--- config.mk ---
export PLATFORM = sky130hd
export DESIGN_NAME = lv1_lv2_bus_arbiter
export DESIGN_NICKNAME = d
export VERILOG_FILES = /design/src/rtl/lv1_lv2_bus_arbiter.sv
export SDC_FILE = /design/constraint.sdc
export NUM_CORES = 1
export LEC_CHECK = 0
export ABC_AREA = 1
export BUFFER_PORTS_ARGS = -buffer_cell sky130_fd_sc_hd__buf_2
export CAP_MARGIN = 30
export CORE_MARGIN = 2
export CORE_UTILIZATION = 45
export CTS_BUF_LIST = sky130_fd_sc_hd__clkbuf_8
export DETAILED_ROUTE_END_ITERATION = 8
export PLACE_DENSITY = 0.77
export SETUP_SLACK_MARGIN = 0.05
export SLEW_MARGIN = 40
export SYNTH_ARGS = -nofsm -noshare
export SYNTH_HDL_FRONTEND = slang
export SYNTH_SLANG_ARGS = --single-unit
--- constraint.sdc ---
create_clock -name clk -period 1.9 [get_ports clk]
set_clock_uncertainty 0.2 [all_clocks]
set_input_delay 0.19 -clock clk [delete_from_list [all_inputs] [get_ports clk]]
set_output_delay 0.19 -clock clk [all_outputs]
set_load 0.1 [all_outputs]
--- src/rtl/lv1_lv2_bus_arbiter.sv ---
// Round-robin arbiter for the shared lv1-lv2 bus: one processor grant plus a nested snoop grant.
// Optional grant watchdog enabled by defining ARB_TIMEOUT_EN.
module lv1_lv2_bus_arbiter #(
    parameter int NUM_CORE    = 4,
    parameter int ARB_TIMEOUT = 255
) (
    input  logic                clk,
    input  logic                rst_n,
    input  logic [NUM_CORE-1:0] bus_lv1_lv2_req_proc,
    input  logic [NUM_CORE-1:0] bus_lv1_lv2_req_snoop,
    output logic [NUM_CORE-1:0] bus_lv1_lv2_gnt_proc,
    output logic [NUM_CORE-1:0] bus_lv1_lv2_gnt_snoop,
    output logic                arb_busy,
    output logic                timeout_err
);

    localparam int IDX_W = (NUM_CORE > 1) ? $clog2(NUM_CORE) : 1;

    typedef enum logic [1:0] {
        IDLE       = 2'd0,
        PROC       = 2'd1,
        PROC_SNOOP = 2'd2,
        RELEASE    = 2'd3
    } state_e;

    state_e              state_q,     state_d;
    logic [NUM_CORE-1:0] gnt_proc_q,  gnt_proc_d;
    logic [NUM_CORE-1:0] gnt_snoop_q, gnt_snoop_d;
    logic [IDX_W-1:0]    proc_ptr_q,  proc_ptr_d;
    logic [IDX_W-1:0]    snoop_ptr_q, snoop_ptr_d;
    logic [IDX_W-1:0]    owner_q,     owner_d;
    logic [IDX_W-1:0]    snoop_idx_q, snoop_idx_d;

    logic [NUM_CORE-1:0] snoop_mask;
    logic [IDX_W-1:0]    proc_win;
    logic [IDX_W-1:0]    snoop_win;
    logic                owner_req;
    logic                snoop_req;

    // First requester at or after ptr, wrapping; returns 0 when nothing is requesting.
    function automatic logic [IDX_W-1:0] rr_pick(input logic [NUM_CORE-1:0] req,
                                                 input logic [IDX_W-1:0]    ptr);
        logic [IDX_W-1:0] win;
        logic             found;
        int               idx;
        win   = '0;
        found = 1'b0;
        for (int i = 0; i < NUM_CORE; i++) begin
            idx = (int'(ptr) + i) % NUM_CORE;
            if (!found && req[IDX_W'(idx)]) begin
                win   = IDX_W'(idx);
                found = 1'b1;
            end
        end
        return win;
    endfunction

    function automatic logic [IDX_W-1:0] next_idx(input logic [IDX_W-1:0] idx);
        return (idx == IDX_W'(NUM_CORE - 1)) ? '0 : idx + 1'b1;
    endfunction

    function automatic logic [NUM_CORE-1:0] one_hot(input logic [IDX_W-1:0] idx);
        logic [NUM_CORE-1:0] oh;
        oh      = '0;
        oh[idx] = 1'b1;
        return oh;
    endfunction

    // The current proc owner can never win the snoop side.
    assign snoop_mask = bus_lv1_lv2_req_snoop & ~one_hot(owner_q);
    assign proc_win   = rr_pick(bus_lv1_lv2_req_proc, proc_ptr_q);
    assign snoop_win  = rr_pick(snoop_mask, snoop_ptr_q);
    assign owner_req  = bus_lv1_lv2_req_proc[owner_q];
    assign snoop_req  = bus_lv1_lv2_req_snoop[snoop_idx_q];

`ifdef ARB_TIMEOUT_EN
    localparam int CNT_W = $clog2(ARB_TIMEOUT + 2);

    logic [CNT_W-1:0] cnt_q, cnt_d;
    logic             timeout_err_q;
    logic             timeout_fire;

    assign timeout_fire = ((state_q == PROC) || (state_q == PROC_SNOOP)) &&
                          (cnt_q == CNT_W'(ARB_TIMEOUT - 1));
`endif

    always_comb begin
        state_d     = state_q;
        gnt_proc_d  = gnt_proc_q;
        gnt_snoop_d = gnt_snoop_q;
        proc_ptr_d  = proc_ptr_q;
        snoop_ptr_d = snoop_ptr_q;
        owner_d     = owner_q;
        snoop_idx_d = snoop_idx_q;

        case (state_q)
            IDLE: begin
                if (|bus_lv1_lv2_req_proc) begin
                    state_d    = PROC;
                    gnt_proc_d = one_hot(proc_win);
                    owner_d    = proc_win;
                    proc_ptr_d = next_idx(proc_win);
                end
            end
            PROC: begin
                // A proc drop in the same cycle as a snoop request takes precedence.
                if (!owner_req) begin
                    state_d    = RELEASE;
                    gnt_proc_d = '0;
                end else if (|snoop_mask) begin
                    state_d     = PROC_SNOOP;
                    gnt_snoop_d = one_hot(snoop_win);
                    snoop_idx_d = snoop_win;
                    snoop_ptr_d = next_idx(snoop_win);
                end
            end
            PROC_SNOOP: begin
                // The proc grant is held across the snoop even if its request already fell.
                if (!snoop_req) begin
                    gnt_snoop_d = '0;
                    if (owner_req) begin
                        state_d = PROC;
                    end else begin
                        state_d    = RELEASE;
                        gnt_proc_d = '0;
                    end
                end
            end
            RELEASE: begin
                state_d     = IDLE;
                gnt_proc_d  = '0;
                gnt_snoop_d = '0;
            end
            default: begin
                state_d     = IDLE;
                gnt_proc_d  = '0;
                gnt_snoop_d = '0;
            end
        endcase

`ifdef ARB_TIMEOUT_EN
        if (timeout_fire) begin
            state_d     = RELEASE;
            gnt_proc_d  = '0;
            gnt_snoop_d = '0;
            proc_ptr_d  = next_idx(owner_q);
        end

        cnt_d = cnt_q;
        if (state_d == IDLE) begin
            cnt_d = '0;
        end else if ((state_q == PROC) || (state_q == PROC_SNOOP)) begin
            cnt_d = cnt_q + 1'b1;
        end
`endif
    end

    always_ff @(posedge clk) begin
        if (!rst_n) begin
            state_q     <= IDLE;
            gnt_proc_q  <= '0;
            gnt_snoop_q <= '0;
            proc_ptr_q  <= '0;
            snoop_ptr_q <= '0;
            owner_q     <= '0;
            snoop_idx_q <= '0;
        end else begin
            state_q     <= state_d;
            gnt_proc_q  <= gnt_proc_d;
            gnt_snoop_q <= gnt_snoop_d;
            proc_ptr_q  <= proc_ptr_d;
            snoop_ptr_q <= snoop_ptr_d;
            owner_q     <= owner_d;
            snoop_idx_q <= snoop_idx_d;
        end
    end

`ifdef ARB_TIMEOUT_EN
    always_ff @(posedge clk) begin
        if (!rst_n) begin
            cnt_q         <= '0;
            timeout_err_q <= 1'b0;
        end else begin
            cnt_q         <= cnt_d;
            timeout_err_q <= timeout_fire;
        end
    end

    assign timeout_err = timeout_err_q;
`else
    // No watchdog in this build; the parameter is accepted but has no effect.
    assign timeout_err = (ARB_TIMEOUT < 0);
`endif

    assign bus_lv1_lv2_gnt_proc  = gnt_proc_q;
    assign bus_lv1_lv2_gnt_snoop = gnt_snoop_q;
    assign arb_busy              = (state_q != IDLE);

endmodule

==> flow_summary.ini <==
[outcome]
outcome = finished, violations left
violations = negative setup slack

[clock_network]
cts_buffers = 3
clock-root-buffer = clkbuf_8
clk_latency_ns = 0.26
cts_tree = done
ctsHtreeMaxLevel = 1
cts.sinks = 18
clkTransAtPathRegs_ns = 0.08
hold_buffers = 0
cts_buffer_depth = 2

[worst_setup_path]
path_cells = buf_12, xor2_4, inv_2, nand2_2, nand2_4, nor2_4, nand4_1, nand2_4, inv_2, ha_2, nand4_1, a21oi_2
path_max_fanout = 5
crit_type = flop to flop
start_kind = flop
arrival_ns = 2.01
endpoint_kind = flop
crit_path_max_incr_delay_ns = 0.39
cp_slowest_cell = dfxtp_4
required_ns = 1.84

[finish]
instances_no_fill = 336
drive_gt1_share_pct = 54.1
syn2layout_area_growth_pct = 56.8
fillers = 267
nets = 313
design_area_um2 = 2430
diodes = 0

[timing]
fmax_mhz = 483
hold_violations = 0
setup_violations = 13
rsz0062_at_grt = yes
worst_slack_ns = -0.170
fin_crit_ns = 2.07
period_share_pct = 109
drv_slew = 0
setup-tns-final_ns = -1.07

[placement]
dp_cells = 323
pre_cts_ws_ns = -0.158
place_area_um2 = 1930
dp_hpwl_um = 2820
io_buffer_count = 18
routabilityCongestion = 0.843

[floorplan]
num_io_pins = 20
die_h_um = 62.7
dieWidth_um = 62.7
core_area_um2 = 3310
start_util_pct = 46.8
rows = 21
die_area_um2 = 3930

[route]
wl_per_cell_um = 12.7
viasPerCell = 5.04
drt-total-wl_um = 4260
drt_iter0_drc = 59
drt_pass1_iterations = 5
ant_nets = 0
vias = 1692
drc_errors = 0

[synthesis]
synth_area_um2 = 1550
synth_cells = 243
synth_compound_area_share_pct = 12.3
synth_seq_cells = 18
seq_area_frac_synth_pct = 23.2
syn_nets = 265
ys_types = 29
postSynthAreaPerCell_um2 = 6.38
synthMuxAreaShare_pct = 0
synth_top_family_by_area = simple AND/OR/NAND/NOR gates
synthAdderAreaFrac_pct = 9.69
synth.largest_area_cell = dfxtp_1
yosysWarnings = 0
synth-simple-area-share_pct = 42.6
synth-xor-area-share_pct = 1.05
synth_area_leaders = dfxtp_1, nand2_1, ha_1
yosys.area.top_type_share_pct = 23.2

[grt]
overflow = 0
grt_pass1_wl_um = 7080
grt_max_degree = 12
grtUsageTotal_pct = 22.0
antenna_found_initial = 0
grt_pass1_vias = 1641

[hold_path]
hp-class = input pin to flop

[flow_run]
maxCapViolCount = 0
## critical path, delay by kind of cell (launching register included)
kind            cells  cell delay, ns
flops               1            0.39
xor+xnor            1            0.17
simple gates        6            0.70
fa+ha+maj           1            0.17
buf+inv             3            0.25
compound gates      1            0.06
## cell usage after synthesis
| master | count |
|---|---|
| a21oi_1 | 17 |
| a21oi_2 | 1 |
| and2_1 | 1 |
| and2_4 | 1 |
| buf_4 | 2 |
| buf_6 | 2 |
| clkbuf_1 | 1 |
| conb_1 | 1 |
| dfxtp_1 | 18 |
| ha_1 | 12 |
| inv_1 | 27 |
| inv_2 | 5 |
| inv_4 | 1 |
| nand2_1 | 68 |
| nand2_2 | 8 |
| nand2_4 | 2 |
| nand3_1 | 23 |
| nand3_2 | 2 |
| nand3b_1 | 1 |
| nand4_1 | 8 |
| nand4_2 | 1 |
| nor2_1 | 16 |
| nor2_2 | 2 |
| nor2_4 | 3 |
| o211ai_2 | 1 |
| o21ai_0 | 4 |
| o21ai_1 | 13 |
| or2_2 | 1 |
| xor2_2 | 1 |
## path summary, 6_finish.rpt
path | slack (ns) | cells past startpoint | endpoint | from
hold / removal | 0.05 | 3 | bus_lv1_lv2_gnt_snoop[3] | rst_n
hold reg to reg | 0.27 | 2 | bus_lv1_lv2_gnt_snoop[0] | bus_lv1_lv2_gnt_snoop[0]
setup reg to reg | -0.17 | 12 | bus_lv1_lv2_gnt_proc[2] | proc_ptr_q[0]
setup / recovery | -0.17 | 12 | bus_lv1_lv2_gnt_proc[2] | proc_ptr_q[0]
## per-stage QoR
| stage | hold WS (ns) | util, % |
|---|---|---|
| final | 0.0460 | 73.4 |
| after global routing | 0.0460 | 73.4 |
| after global placement | 0.247 | 58.2 |
| after floorplan | 0.110 | - |
| after detailed placement | 0.250 | 58.2 |
| after CTS | 0.0343 | 70.1 |
## state kept, by name, summed over array words and instances (netlist names)
register / count
bus_lv1_lv2_gnt_proc: 4
bus_lv1_lv2_gnt_snoop: 4
owner_q: 2
proc_ptr_q: 2
snoop_idx_q: 2
snoop_ptr_q: 2
state_q: 2
## layer usage
layer | part of all wire, % | GRT usage, % | wire [um] | vias to the layer above
li1 | - | - | - | 877
met1 | 41 | 26.2 | 1760 | 783
met2 | 55 | 41.4 | 2350 | 30
met3 | 3.1 | 3.42 | 134 | 2
met4 | 0.19 | 4.17 | 8 | 0
met5 | 0 | 0 | 0 | -
## what timing repair did
item / 4_1_cts / 5_1_grt
setup endpoints to repair: 10 / 16
pin swaps: 30 / 29
gates resized for setup: 69 / 29
cloned: 1 / 0
setup buffers: 10 / 1
## layout by cell type, fill, tap and decap left out, types with 3 or more instances in the layout
cell | Yosys | routed
ha_1 | 12 | 3
inv_1 | 27 | 14
ha_2 | 0 | 4
o21ai_0 | 4 | 3
clkbuf_8 | 0 | 4
nand2_4 | 2 | 15
dfxtp_1 | 18 | 10
nand4_1 | 8 | 8
nand2_2 | 8 | 17
inv_2 | 5 | 12
nand3_2 | 2 | 7
dfxtp_4 | 0 | 4
buf_6 | 2 | 3
o21ai_2 | 0 | 4
ha_4 | 0 | 5
inv_4 | 1 | 4
nand2_1 | 68 | 46
nor2_1 | 16 | 15
a21oi_1 | 17 | 13
nand3_4 | 0 | 9
a21oi_2 | 1 | 5
dfxtp_2 | 0 | 4
buf_4 | 2 | 25
o21ai_1 | 13 | 9
nand3_1 | 23 | 9
nor2_4 | 3 | 5
buf_2 | 0 | 17
## logic make-up after synthesis
family,after synthesis
AND/OR/NAND/NOR,137
XOR/XNOR,1
adder cells (fa/ha/maj),12
flip-flops,18
AO/OA/AOI/OAI,36
other,1
buffers and inverters,38
## cell type report
class / count / area (um2) / share of cell area [%]
multi-input combinational: 187 / 1430 / 58.7
clock buffer: 4 / 55.1 / 2.26
inverter: 33 / 150 / 6.18
timing repair buffer: 48 / 362 / 14.9
sequential: 18 / 380 / 15.6
tap: 46 / 57.6 / 2.37
Power is left out: the tool's default activity adds up to more than one toggle a clock period on the data nets, which glitch-free logic cannot reach.
